==> src/rtl/coin_acceptor.sv <==
// Coin acceptor front end: classifies coin-sensor pulse widths, stores accepted coins and
// replays them as a gap-free burst of coin codes once the credit reaches TARGET.
module coin_acceptor #(
    parameter int CNT_W   = 8,
    parameter int W5_MIN  = 4,
    parameter int W5_MAX  = 8,
    parameter int W10_MIN = 12,
    parameter int W10_MAX = 20,
    parameter int TARGET  = 15,
    parameter int TIMEOUT = 1000,
    parameter int TIMER_W = 16,
    parameter int DEPTH   = 4
) (
    input  logic       clk,
    input  logic       rst,
    input  logic       coin_det,
    output logic [1:0] coin_code,
    output logic       code_valid,
    output logic       busy,
    output logic       reject,
    output logic       refund,
    output logic [4:0] refund_amt,
    output logic [4:0] credit
);

    localparam logic [1:0] S_IDLE    = 2'd0;
    localparam logic [1:0] S_COLLECT = 2'd1;
    localparam logic [1:0] S_BURST   = 2'd2;
    localparam logic [1:0] S_REFUND  = 2'd3;

    localparam int QW = $clog2(DEPTH + 1);

    localparam logic [CNT_W-1:0]   W5_LO    = CNT_W'(W5_MIN);
    localparam logic [CNT_W-1:0]   W5_HI    = CNT_W'(W5_MAX);
    localparam logic [CNT_W-1:0]   W10_LO   = CNT_W'(W10_MIN);
    localparam logic [CNT_W-1:0]   W10_HI   = CNT_W'(W10_MAX);
    localparam logic [4:0]         TARGET_C = 5'(TARGET);
    localparam logic [TIMER_W-1:0] TMO_LAST = TIMER_W'(TIMEOUT - 1);
    localparam logic [QW-1:0]      FULL_C   = QW'(DEPTH);
    localparam logic [QW-1:0]      ONE_Q    = QW'(1);

    // Width-to-code mapping; 2'b00 means the pulse is not a valid coin.
    function automatic logic [1:0] classify(input logic [CNT_W-1:0] w);
        logic [1:0] c;
        if (w >= W5_LO && w <= W5_HI) begin
            c = 2'b01;
        end else if (w >= W10_LO && w <= W10_HI) begin
            c = 2'b10;
        end else begin
            c = 2'b00;
        end
        return c;
    endfunction

    function automatic logic [4:0] coin_value(input logic [1:0] c);
        logic [4:0] v;
        case (c)
            2'b01:   v = 5'd5;
            2'b10:   v = 5'd10;
            default: v = 5'd0;
        endcase
        return v;
    endfunction

    logic [1:0]         state_r, state_n;
    logic               det_prev_r;
    logic [CNT_W-1:0]   width_r, width_n;
    logic [TIMER_W-1:0] timer_r, timer_n;
    logic [1:0]         fifo_r [DEPTH];
    logic [1:0]         fifo_n [DEPTH];
    logic [QW-1:0]      count_r, count_n;
    logic [4:0]         credit_r, credit_n;
    logic [1:0]         code_n;
    logic [1:0]         coin_s;
    logic               fall_s, busy_s, accept_s, pop_s;

    logic [1:0] coin_code_r;
    logic       code_valid_r, busy_r, reject_r, refund_r;
    logic [4:0] refund_amt_r;

    // Pulse classification, FIFO push/pop and next-state selection.
    always_comb begin
        fall_s   = !coin_det && det_prev_r;
        coin_s   = classify(width_r);
        busy_s   = (state_r == S_BURST) || (state_r == S_REFUND);
        accept_s = fall_s && !busy_s && (coin_s != 2'b00) && (count_r != FULL_C);

        state_n  = state_r;
        fifo_n   = fifo_r;
        count_n  = count_r;
        credit_n = credit_r;
        timer_n  = timer_r;
        code_n   = 2'b00;
        pop_s    = 1'b0;

        if (fall_s) begin
            width_n = '0;
        end else if (coin_det && !(&width_r)) begin
            width_n = width_r + CNT_W'(1);
        end else begin
            width_n = width_r;
        end

        if (accept_s) begin
            for (int i = 0; i < DEPTH; i++) begin
                if (QW'(i) == count_r) begin
                    fifo_n[i] = coin_s;
                end else begin
                    fifo_n[i] = fifo_n[i];
                end
            end
            count_n  = count_r + ONE_Q;
            credit_n = credit_r + coin_value(coin_s);
        end else begin
            count_n = count_r;
        end

        case (state_r)
            S_IDLE, S_COLLECT: begin
                if (accept_s) begin
                    timer_n = '0;
                    if (credit_n >= TARGET_C) begin
                        state_n = S_BURST;
                        pop_s   = 1'b1;
                    end else begin
                        state_n = S_COLLECT;
                    end
                end else if (state_r == S_COLLECT && !coin_det) begin
                    if (timer_r == TMO_LAST) begin
                        state_n = S_REFUND;
                    end else begin
                        timer_n = timer_r + TIMER_W'(1);
                    end
                end else begin
                    timer_n = timer_r;
                end
            end
            S_BURST: begin
                if (count_r != '0) begin
                    pop_s = 1'b1;
                end else begin
                    state_n  = S_IDLE;
                    credit_n = 5'd0;
                end
            end
            S_REFUND: begin
                count_n  = '0;
                credit_n = 5'd0;
                state_n  = S_IDLE;
            end
            default: begin
                state_n = S_IDLE;
            end
        endcase

        // The head leaves on the same edge it is shown, so a burst entry pops immediately.
        if (pop_s) begin
            code_n = fifo_n[0];
            for (int i = 0; i < DEPTH - 1; i++) begin
                fifo_n[i] = fifo_n[i + 1];
            end
            fifo_n[DEPTH-1] = 2'b00;
            count_n = count_n - ONE_Q;
        end else begin
            code_n = 2'b00;
        end

        if (state_n != S_COLLECT) begin
            timer_n = '0;
        end else begin
            timer_n = timer_n;
        end
    end

    // State, FIFO, counters and registered outputs.
    always_ff @(posedge clk) begin
        if (rst) begin
            state_r      <= S_IDLE;
            det_prev_r   <= 1'b0;
            width_r      <= '0;
            timer_r      <= '0;
            count_r      <= '0;
            credit_r     <= 5'd0;
            coin_code_r  <= 2'b00;
            code_valid_r <= 1'b0;
            busy_r       <= 1'b0;
            reject_r     <= 1'b0;
            refund_r     <= 1'b0;
            refund_amt_r <= 5'd0;
            for (int i = 0; i < DEPTH; i++) begin
                fifo_r[i] <= 2'b00;
            end
        end else begin
            state_r      <= state_n;
            det_prev_r   <= coin_det;
            width_r      <= width_n;
            timer_r      <= timer_n;
            count_r      <= count_n;
            credit_r     <= credit_n;
            fifo_r       <= fifo_n;
            coin_code_r  <= code_n;
            code_valid_r <= (state_n == S_BURST);
            busy_r       <= (state_n == S_BURST) || (state_n == S_REFUND);
            reject_r     <= fall_s && !accept_s;
            refund_r     <= (state_n == S_REFUND);
            refund_amt_r <= (state_n == S_REFUND) ? credit_r : 5'd0;
        end
    end

    assign coin_code  = coin_code_r;
    assign code_valid = code_valid_r;
    assign busy       = busy_r;
    assign reject     = reject_r;
    assign refund     = refund_r;
    assign refund_amt = refund_amt_r;
    assign credit     = credit_r;

endmodule
==> config.mk <==
export PLATFORM = sky130hd
export DESIGN_NAME = coin_acceptor
export DESIGN_NICKNAME = d
export VERILOG_FILES = /design/src/rtl/coin_acceptor.sv
export SDC_FILE = /design/constraint.sdc
export NUM_CORES = 1
export LEC_CHECK = 0
export CAP_MARGIN = 0
export CORE_MARGIN = 5
export CORE_UTILIZATION = 60
export CTS_BUF_LIST = sky130_fd_sc_hd__clkbuf_4
export DETAILED_ROUTE_END_ITERATION = 8
export PLACE_DENSITY = 0.81
export SYNTH_ARGS = -nofsm -noshare
export SYNTH_HDL_FRONTEND = slang
export SYNTH_SLANG_ARGS = --single-unit
==> constraint.sdc <==
create_clock -name clk -period 4.2 [get_ports clk]
set_input_delay 0.63 -clock clk [delete_from_list [all_inputs] [get_ports clk]]
set_output_delay 0.63 -clock clk [all_outputs]
set_load 0.01 [all_outputs]
==> flow_summary_export.csv <==
group,metric,value,unit
outcome,status,"complete, no violations",
logic_synthesis,synthTopCellsByArea,"dfxtp_1 40%, mux2i_1 6.7%, ha_1 6.1%, nor2_1 5.7%, xor2_1 5.2%",
logic_synthesis,synth_fa_ha_area_share,6.81,%
global_routing,track_usage,17.5,%
pwr,clock_power_share,28.4,%
floorplanning,fp-row-count,24,
sta,period_share,79.3,%
clocking,cts-root-buf,"clkbuf_4",
pwr,p_sw,0.000165,W
setup_path,arrival,3.61,ns
logic_synthesis,synth_compound_area_share,9.84,%
clocking,hold_buffers,0,
pwr,sw_frac_of_total,22.3,%
routing,wl_per_cell,13.0,µm
setup_path,worstSetupEndpointType,"flip-flop",
setup_path,crit_type,"reg2reg",
logic_synthesis,yosysWarnings,0,
logic_synthesis,synth_cells,301,
logic_synthesis,synth_seq_cells,53,
run,maxCapViolations,0,
logic_synthesis,synthArstFlopShare,0,%
sta,rsz0062_at_grt,"false",
setup_path,rrSetupSlack,0.87,ns
hold_path,hp-class,"reg2reg",
final_layout,finish.utilization,67.5,%
pwr,peakVddDrop,0.155,mV
placed_design,gp_congestion,0.867,
sta,finalSetupViolCount,0,
floorplanning,die_height,76.9,µm
clocking,cts_tree,"built",
logic_synthesis,synth-simple-area-share,24.2,%
logic_synthesis,netlist_area,0.00268,mm²
clocking,cts_buffers,5,
clocking,clk_latency,0.37,ns
logic_synthesis,synth_xor_area_share,7.84,%
clocking,path_clk_slew,0.14,ns
routing,viasPerCell,5.54,
global_routing,grt_max_degree,30,
clocking,cts.htree.levels,2,
routing,drtIter0Drc,89,
setup_path,worstSetupStartpointType,"flip-flop",
floorplanning,dieArea,0.00591,mm²
sta,hold_viol,0,
routing,dr.pass1.iters,4,
clocking,max-clock-path-buffers,2,
logic_synthesis,yosysTopAreaCellShare,39.6,%
pwr,p_per_area,252,mW/mm²
sta,tightest_slew,0.800,ns
logic_synthesis,synth_top_cell_by_area,"dfxtp_1",
placed_design,port_buffers,18,
floorplanning,ioPinCount,19,
final_layout,layout-drive-gt1-share,6.88,%
clocking,cts_setup_buffers,0,
logic_synthesis,synthMuxAreaShare,7.56,%
logic_synthesis,syn_nets,318,
logic_synthesis,yosysSeqAreaShare,39.6,%
routing,drc,0,
logic_synthesis,postSynthAreaPerCell,8.91,µm²
routing,ant_nets,0,
sta,slew_viol_final,0,
pwr,leakage,1.11,nW
logic_synthesis,yosys.cell_types.count,46,
setup_path,worstPathRequired,4.48,ns
setup_path,path_max_fanout,14,
clocking,cts-resized-gates,0,
global_routing,grt_pass1_vias,1944,
logic_synthesis,synth-edff-count,0,
logic_synthesis,ys.flop_type,"dfxtp_1",
global_routing,antenna_found_initial,0,
placed_design,dpl.hpwl,3.54,mm
global_routing,grt-ovfl-total,0,
floorplanning,die_w,76.9,µm
final_layout,syn2layout_area_growth,9.61,%
final_layout,fin_nets,336,
floorplanning,core,0.00435,mm²
pwr,p_seq_share,68.6,%
pwr,intPower,0.000575,W
clocking,clock-sinks,53,
pwr,pwr-share-comb,3.0,%
routing,vias,2061,
sta,fin_crit,3.33,ns
routing,wl,4.83,mm
logic_synthesis,synth_top_family_by_area,"simple AND/OR/NAND/NOR gates",
final_layout,antenna_cells,0,
sta,relSlewSlack,46.5,%
sta,tns,0,ns
floorplanning,start_util,61.6,%
sta,final.setup_skew,0.00951,ns
global_routing,grt_first_pass_wirelength,8.61,mm
sta,max_freq,300,MHz
## registers in the layout, summed over array words and instances (netlist names), 2 cells and up
name,cells
timer_r,16
fifo_r,8
width_r,8
credit,5
refund_amt,5
count_r,3
coin_code,2
## cell usage after synthesis, drive strengths merged (2+ instances only)
cell type	n
a21o	2
a21oi	12
a31oi	2
and2	5
and3	7
and4	2
buf	6
clkbuf	3
dfxtp	53
ha	13
inv	16
mux2	2
mux2i	18
nand2	25
nand2b	3
nand3	9
nand4	3
nor2	41
nor2b	11
nor3	7
nor4	4
o2111ai	5
o21ai	10
o22a	2
or2	2
or3	3
or4	2
xnor2	8
xor2	16
## metal layers
| layer | wire length, µm | vias to the layer above | share of wire, % | track usage (%) |
|---|---|---|---|---|
| met5 | 0 | - | 0 | 0 |
| met4 | 89 | 0 | 1.8 | 7.34 |
| met3 | 207 | 8 | 4.3 | 4.57 |
| met2 | 2250 | 34 | 47 | 29.5 |
| met1 | 2280 | 951 | 47 | 20.8 |
| li1 | - | 1068 | - | - |
## layout make-up
cell class                      count  area, µm²
Clock buffer                        5       37.5
Clock inverter                      3       12.5
Fill cell                         365       1410
Inverter                           16       60.1
Multi-Input combinational cell    223       1510
Sequential cell                    53       1060
Tap cell                           52       65.1
Timing Repair Buffer               20        195
## worst max-delay path, stage by stage (launching register included)
cell	delay, ns
dfxtp_1	0.37
inv_1	0.07
ha_1	0.17
nand2_1	0.08
mux2i_1	0.13
nand2_1	0.08
nor2_1	0.18
ha_1	0.22
inv_1	0.06
fa_1	0.38
nand2b_1	0.15
a21oi_1	0.21
xor2_1	0.09
a41o_1	0.25
a22oi_1	0.19
buf_4	0.26
mux2_2	0.36
## kinds of logic (layout without fill, tap and decap cells)
kind of cell | Yosys count | in the layout
adders and majority gates | 14 | 14
muxes | 20 | 20
xor gates and xnor gates | 24 | 24
DFF | 53 | 53
AOI/OAI and AO/OA | 40 | 40
and+or+nand+nor | 125 | 125
buffers and inverters | 25 | 44
## final timing paths
| check | from | cells after the start | end |
|---|---|---|---|
| hold / removal | width_r[7] | 2 | width_r[7] |
| setup reg to reg | width_r[0] | 16 | count_r[1] |
| setup / recovery | width_r[0] | 16 | count_r[1] |
| hold reg to reg | width_r[7] | 2 | width_r[7] |
## power groups by stage
stage	clock, W	combinational (W)	sequential, W
floorplan	0	0.0000161	0.000518
global placement	0	0.0000224	0.000519
detailed placement	0	0.0000227	0.000519
CTS	0.000219	0.0000228	0.000508
global route	0.000246	0.0000255	0.000509
finish	0.000210	0.0000224	0.000508
## metrics by stage
stage / area, µm² / setup slack (ns) / hold slack [ns] / total power (W) / instances
floorplan: 2680 / 1.18 / 0.468 / 0.000534 / 301
global placement: 2890 / 1.01 / 0.487 / 0.000541 / 364
detailed placement: 2890 / 0.907 / 0.490 / 0.000541 / 364
CTS: 2940 / 0.877 / 0.507 / 0.000749 / 372
global route: 2940 / 0.582 / 0.546 / 0.000780 / 372
finish: 2940 / 0.868 / 0.512 / 0.000740 / 372
## placed cells by master, fill, tap and decap left out, types with 2 or more instances in the layout
cell type,instances
xor2_1,16
xnor2_1,8
and3_1,4
or2_2,2
clkdlybuf4s50_1,18
buf_4,2
and3_4,3
nand4_1,3
mux2i_1,18
and2_1,5
o21ai_0,9
clkbuf_4,5
ha_1,13
nor2_1,41
or3_1,2
a21oi_1,11
and4_1,2
nand3_1,9
nor3_2,2
clkinv_1,2
or4_1,2
nor2b_1,11
nand2_1,25
nand2b_1,3
o22a_1,2
dfxtp_1,53
inv_1,16
o2111ai_1,5
mux2_2,2
nor3_1,5
a21o_1,2
a31oi_1,2
nor4_1,3
Power figures use the tool's default switching activity.
